$ cat src/rtl/gate_bist_pkg.sv
// gate_bist_pkg: shared definitions for the gate-model BIST controller.
//   state_e     - controller FSM states
//   LFSR taps   - x^20 + x^17 + 1 (feedback from bits 19 and 16)
//   MISR taps   - x^10 + x^7 + 1  (feedback from bits 9 and 6)
//   SEED_SUBST  - LFSR start value used when the requested seed is zero
package gate_bist_pkg;

  typedef enum logic [1:0] {
    ST_IDLE,
    ST_LOAD,
    ST_RUN,
    ST_DONE
  } state_e;

  localparam int unsigned LFSR_TAP_A = 19;
  localparam int unsigned LFSR_TAP_B = 16;
  localparam int unsigned MISR_TAP_A = 9;
  localparam int unsigned MISR_TAP_B = 6;
  localparam int unsigned SEED_SUBST = 1;

endpackage

$ cat src/rtl/bist_lfsr_misr.sv
// bist_lfsr_misr: pattern LFSR plus response MISR.
//   clk, rst_n   - clock, asynchronous active-low reset
//   load         - load LFSR from seed (zero seed replaced by SEED_SUBST)
//   clear        - clear the MISR
//   step         - advance LFSR and absorb rsp_i into the MISR
//   seed, rsp_i  - LFSR start value, response to compress
//   lfsr_o       - current LFSR register
//   misr_o       - current MISR register
//   misr_nxt_o   - value the MISR takes at the coming edge
module bist_lfsr_misr
  import gate_bist_pkg::*;
#(
  parameter int unsigned PAT_W = 20,
  parameter int unsigned RSP_W = 10
) (
  input  logic             clk,
  input  logic             rst_n,
  input  logic             load,
  input  logic             clear,
  input  logic             step,
  input  logic [PAT_W-1:0] seed,
  input  logic [RSP_W-1:0] rsp_i,
  output logic [PAT_W-1:0] lfsr_o,
  output logic [RSP_W-1:0] misr_o,
  output logic [RSP_W-1:0] misr_nxt_o
);

  logic [PAT_W-1:0] lfsr_q, lfsr_d;
  logic [RSP_W-1:0] misr_q, misr_d;

  always_comb begin
    lfsr_d = lfsr_q;
    misr_d = misr_q;
    if (load) begin
      lfsr_d = (seed == '0) ? PAT_W'(SEED_SUBST) : seed;
    end else if (step) begin
      lfsr_d = {lfsr_q[PAT_W-2:0], lfsr_q[LFSR_TAP_A] ^ lfsr_q[LFSR_TAP_B]};
    end
    if (clear) begin
      misr_d = '0;
    end else if (step) begin
      misr_d = {misr_q[RSP_W-2:0] ^ rsp_i[RSP_W-1:1],
                misr_q[MISR_TAP_A] ^ misr_q[MISR_TAP_B] ^ rsp_i[0]};
    end
  end

  always_ff @(posedge clk or negedge rst_n) begin
    if (!rst_n) begin
      lfsr_q <= '0;
      misr_q <= '0;
    end else begin
      lfsr_q <= lfsr_d;
      misr_q <= misr_d;
    end
  end

  assign lfsr_o     = lfsr_q;
  assign misr_o     = misr_q;
  assign misr_nxt_o = misr_d;

endmodule

$ cat src/rtl/gate_bist_ctrl.sv
// gate_bist_ctrl: runs n_pat LFSR patterns into a gate model, compresses the
// responses in a MISR and compares the final signature with exp_sig.
//   clk, rst_n  - clock, asynchronous active-low reset
//   start       - begin a run (accepted only in IDLE)
//   seed, n_pat - LFSR start value and pattern count, captured at start
//   exp_sig     - golden signature
//   pat_o       - pattern to the gate model (bit 0 = N1)
//   rsp_i       - gate model response
//   busy        - LOAD or RUN
//   done        - one-cycle end-of-run pulse
//   signature   - MISR contents
//   pass        - signature matched exp_sig; valid from done until next run
module gate_bist_ctrl
  import gate_bist_pkg::*;
#(
  parameter int unsigned PAT_W = 20,
  parameter int unsigned RSP_W = 10,
  parameter int unsigned CNT_W = 16
) (
  input  logic             clk,
  input  logic             rst_n,
  input  logic             start,
  input  logic [PAT_W-1:0] seed,
  input  logic [CNT_W-1:0] n_pat,
  input  logic [RSP_W-1:0] exp_sig,
  output logic [PAT_W-1:0] pat_o,
  input  logic [RSP_W-1:0] rsp_i,
  output logic             busy,
  output logic             done,
  output logic [RSP_W-1:0] signature,
  output logic             pass
);

  state_e           state_q, state_d;
  logic [CNT_W-1:0] cnt_q, cnt_d;
  logic [CNT_W-1:0] n_pat_q, n_pat_d;
  logic [PAT_W-1:0] seed_q, seed_d;
  logic             pass_q, pass_d;
  logic             load, clear, step;
  logic [RSP_W-1:0] misr_nxt;

  bist_lfsr_misr #(
    .PAT_W (PAT_W),
    .RSP_W (RSP_W)
  ) u_lfsr_misr (
    .clk        (clk),
    .rst_n      (rst_n),
    .load       (load),
    .clear      (clear),
    .step       (step),
    .seed       (seed_q),
    .rsp_i      (rsp_i),
    .lfsr_o     (pat_o),
    .misr_o     (signature),
    .misr_nxt_o (misr_nxt)
  );

  always_comb begin
    state_d = state_q;
    cnt_d   = cnt_q;
    n_pat_d = n_pat_q;
    seed_d  = seed_q;
    pass_d  = pass_q;
    load    = 1'b0;
    clear   = 1'b0;
    step    = 1'b0;
    case (state_q)
      ST_IDLE: begin
        // Inputs are captured at the accepting edge so LOAD uses stable copies.
        if (start) begin
          state_d = ST_LOAD;
          n_pat_d = n_pat;
          seed_d  = seed;
        end
      end
      ST_LOAD: begin
        load    = 1'b1;
        clear   = 1'b1;
        cnt_d   = '0;
        pass_d  = 1'b0;
        state_d = (n_pat_q == '0) ? ST_DONE : ST_RUN;
      end
      ST_RUN: begin
        step  = 1'b1;
        cnt_d = cnt_q + 1'b1;
        if (cnt_q == n_pat_q - 1'b1) begin
          state_d = ST_DONE;
        end
      end
      ST_DONE: state_d = ST_IDLE;
      default: state_d = ST_IDLE;
    endcase
    // Compare against the MISR value being written on the edge into DONE so
    // pass is already valid during the done cycle.
    if (state_d == ST_DONE && state_q != ST_DONE) begin
      pass_d = (misr_nxt == exp_sig);
    end
  end

  always_ff @(posedge clk or negedge rst_n) begin
    if (!rst_n) begin
      state_q <= ST_IDLE;
      cnt_q   <= '0;
      n_pat_q <= '0;
      seed_q  <= '0;
      pass_q  <= 1'b0;
    end else begin
      state_q <= state_d;
      cnt_q   <= cnt_d;
      n_pat_q <= n_pat_d;
      seed_q  <= seed_d;
      pass_q  <= pass_d;
    end
  end

  assign busy = (state_q == ST_LOAD) || (state_q == ST_RUN);
  assign done = (state_q == ST_DONE);
  assign pass = pass_q;

endmodule
$ cat config.mk
export PLATFORM = sky130hd
export DESIGN_NAME = gate_bist_ctrl
export DESIGN_NICKNAME = d
export VERILOG_FILES = /design/src/rtl/gate_bist_pkg.sv /design/src/rtl/bist_lfsr_misr.sv /design/src/rtl/gate_bist_ctrl.sv
export SDC_FILE = /design/constraint.sdc
export NUM_CORES = 1
export LEC_CHECK = 0
export ABC_AREA = 1
export CORE_MARGIN = 3
export CORE_UTILIZATION = 45
export DETAILED_ROUTE_END_ITERATION = 6
export PLACE_DENSITY = 0.75
export SETUP_SLACK_MARGIN = 0.3
export SLEW_MARGIN = 20
export SYNTH_ARGS = -nofsm -noshare
export SYNTH_HDL_FRONTEND = slang
export SYNTH_SLANG_ARGS = --single-unit
$ cat constraint.sdc
create_clock -name clk -period 2.1 [get_ports clk]
set_clock_uncertainty 0.1 [all_clocks]
set_input_delay 0.21 -clock clk [delete_from_list [all_inputs] [get_ports clk]]
set_output_delay 0.21 -clock clk [all_outputs]
set_load 0.01 [all_outputs]
==> summary.md <==
Most frequent cell on the critical path: nand2_1. The number of search-and-repair iterations in the first detailed-routing pass was 4; the register bit total from synthesis was 85. The clock passes through at most 2 buffers.

Routability-driven placement finished with a final weighted congestion of 0.870. After detailed routing, the number of remaining DRC violations is 0. For this run, the total global-route usage over all layers was measured as 22.4%. The run gives 9 as the number of clock buffers inserted by TritonCTS. Cell at the root of the clock tree: clkbuf_8.

The floorplan step set the die height to 107 um. The worst pin sits at a relative slew slack of 74.7%. Synthesis produced a netlist with a net count of 642.

The number of global-route vias before repair is 4,366. For this run, the top clock speed supported by timing is 0.458 GHz. The tools report the max-slew violation total from the final report as 0. The met3 demand-to-capacity share in global routing came out at 4.82%. The tools report the clock latency on the worst-skew pair as 0.37 ns.

TritonCTS built the clock tree. The netlist area before placement was 4580 um2. The complex-gate fraction of the synthesized area was 10.2%; the number of clock sinks seen by CTS was 85. The ratio of total power to cell area is 599 nW/um2, and the largest net degree at the start of global routing is 48.

The endpoint class of the critical path was a flop. Once layout is complete, the cells apart from fillers number 841. The post-route clock period utilization is 104%. The critical path goes through inv_2 -> ha_4 -> nand2_4 -> nor2_4 -> buf_4 -> nand2_1 -> nand2_1 -> nand2_1 -> nand2_1 -> nor2_1 -> nand3_1 -> o21bai_1 -> nand2_1 -> nand2_2 -> nand4_1 -> nand2_1 -> inv_1. Sort of element at the start of the critical path: a flop. The time the final worst path needs with I/O delays and setup is 2.18 ns.

Setup violations remaining at the end of the flow were counted as 3. After clock tree synthesis, the clock-pin slew on the worst setup and hold paths is 0.10 ns. The number of antenna violations at the first check in global routing was 0. The library cell used most frequently in the layout, excluding fill and tap cells, is nand2_1. Net total in the final layout: 769. The worst setup path is of the flop to flop kind. Data on the critical path is required at its endpoint by 2.28 ns. The async set or reset register ratio after synthesis was 100%; the area of the die was 11,400 um2. Area share of and/or/nand/nor cells after synthesis: 25.3%.

The detailed-route vias per instance was 5.17; the overall overflow remaining after global route was 0. The largest stage delay on the critical path is 0.40 ns. For this configuration, the core starts out at a cell density of 46.6%. Of the cells placed in the final design, the portion with a size suffix greater than 1 is 18.5%.

Cells fill 65.2% of the core in the end. Arithmetic-cell share of the synthesized area counting full adders, half adders and majority gates: 1.91%. For the number of failing hold endpoints at the final stage, the log shows 0. met2 is the most crowded layer.

Detailed routing inserted a total of 4,345 vias. Wires add up to 12.6 mm. The number of buffers added on ports came out at 91.

Standard cell with the maximum stage delay on the critical path: dfrtp_1. The run gives 0 as the antenna cell count. The count of yosys warnings during synthesis came out at 0.

The type of the most critical hold path is primary input to async pin. The first global-routing pass estimated 20.4 mm of wire. Across the run, the number of max-cap violations was 0.

Setup repair after global routing could not meet its margin everywhere. The synthesized netlist devotes 6.12% of its cell area to XOR and XNOR gates. The area growth from synthesis to layout is 39.7%. For the count of distinct cell types in the synthesized netlist, the log shows 37. The dominant synthesized flop cell is dfrtp_1. The logs give 0.000578 V for the maximum resistive drop on vdd and 797 for the post-placement cell count. The actual slew at the worst max-slew pin was 0.375 ns; the core area was 9820 um2. For met1 alone, demand over resource in global routing was 28.2%.

The leakage power summed over all cells is 3.10 nW. Pin placement for this block handled 92 I/O pins. The checks that failed: negative setup slack. The detailed router finished its first iteration with 226 violations. The number of rows created at floorplan was 36; the least setup slack across all paths after layout was -0.0815 ns. The number of flops mapped to enable cells by yosys is 0, and the horizontal die dimension is 107 um. Counting every instance in the synthesized netlist gives 576. The average detailed-routed wire length per instance was 15.0 um; the half-perimeter wire length of the detailed placement result was 8.45 mm. The count of nets left with antenna violations once routing finished came out at 0.

The largest fanout on the critical path works out to 4. In the layout the commonest cells are 102 x nand2_1, 92 x nor2_1, 88 x clkdlybuf4s50_1. The met2 usage is 38.2%, and the mux share of post-synthesis cell area is 2.95%.

Post-synthesis average cell area: 7.95 um2. Register area share after synthesis: 46.4%. The flow ran to the end, but the final reports show violations. The H-tree generated during clock tree synthesis spans 3 levels.

By area, the combinational part of the netlist is dominated by simple AND/OR/NAND/NOR gates. The tools report the data arrival time of the critical path as 2.36 ns.
## kinds of logic after synthesis
logic type      count (synthesis)
simple gates                  266
fa+ha+maj                       7
mux                            12
xor+xnor                       32
flops                          85
buf+inv                        84
compound gates                 90
## layout make-up
class / count / area (um2)
Fill cell: 849 / 3420
Clock buffer: 10 / 138
Timing Repair Buffer: 134 / 1310
Tap cell: 133 / 166
Sequential cell: 85 / 2130
Multi-Input combinational cell: 407 / 2350
Clock inverter: 6 / 51.3
Inverter: 66 / 251
## final timing paths
kind / start / endpoint / slack (ns) / depth (start not counted)
worst max-delay path: n_pat_q[1] / pass / -0.08 / 17
worst min-delay path: rst_n / u_lfsr_misr.misr_o[8] / 0.16 / 2
worst max register to register: n_pat_q[1] / pass / -0.08 / 17
worst min register to register: cnt_q[15] / cnt_q[15] / 0.41 / 1
max in group asynchronous: rst_n / seed_q[18] / 1.20 / 3
min in group clk: seed[13] / seed_q[13] / 0.30 / 3
## per-layer routing
layer  up-vias  part of all wire (%)
met5         -                     0
met4         0                   2.6
met3        31                   5.8
met2       141                    52
met1      2078                    40
li1       2095                     -
## flip-flops by register name, summed over array words and instances (netlist names)
name and cells:
seed_q 20, u_lfsr_misr.lfsr_o 20, cnt_q 16, n_pat_q 16, u_lfsr_misr.misr_o 10, state_q 2, pass 1
## stage by stage
stage | cell area, um2 | hold WS (ns) | setup TNS (ns) | worst slack (ns) | power [mW]
after floorplan | 4630 | -0.186 | 0 | 0.0262 | 2.28
after global placement | 5780 | 0.0125 | 0 | 0.0554 | 2.70
after detailed placement | 5780 | 0.0130 | -0.0225 | -0.0158 | 2.72
after CTS | 6210 | 0.158 | 0 | 0.0599 | 3.86
after global routing | 6400 | 0.176 | -0.780 | -0.253 | 4.02
final | 6400 | 0.156 | -0.135 | -0.0815 | 3.83
## cell usage after synthesis (2+ instances only)
cell      count  area [um2]
nor2_2        5        31.3
nor2_1       98         368
nand2_1     106         398
ha_1          7        87.6
nand3_1      23         115
xor2_1       17         149
a21oi_1      35         175
nor3_2        2        20.0
nand2_2       5        31.3
nor3b_1       2        15.0
nand4_1       9        56.3
buf_1         2        7.51
nor3_1        6        30.0
o21ai_0      48         240
clkbuf_1     14        52.6
nor4_1        2        12.5
nor2_4        2        22.5
inv_1        64         240
nand3b_1      2        15.0
mux2_2       12         135
dfrtp_1      85        2130
xnor2_1      15         131
## worst max-delay path, delay by kind of cell (launching register included)
kind | cells | cell delay, ns
fa+ha+maj | 1 | 0.18
buf+inv | 3 | 0.23
simple gates | 12 | 0.96
compound gates | 1 | 0.23
flops | 1 | 0.40
## what timing repair did
| item | 4_1_cts | 5_1_grt |
|---|---|---|
| pin swaps | 20 | 11 |
| buffers inserted | 20 | 6 |
| hold endpoints to repair | 85 | 0 |
| setup endpoints to repair | 15 | 15 |
| gates resized for setup | 31 | 30 |
| cloned | 0 | 1 |
| hold buffers | 1 | 0 |
## power breakdown
part / switching, mW / internal, mW / leakage [nW]
clock: 0.664 / 0.484 / 0.0996
combinational: 0.372 / 0.468 / 2.01
sequential: 0.109 / 1.74 / 0.988
Power figures use the tool's default switching activity.
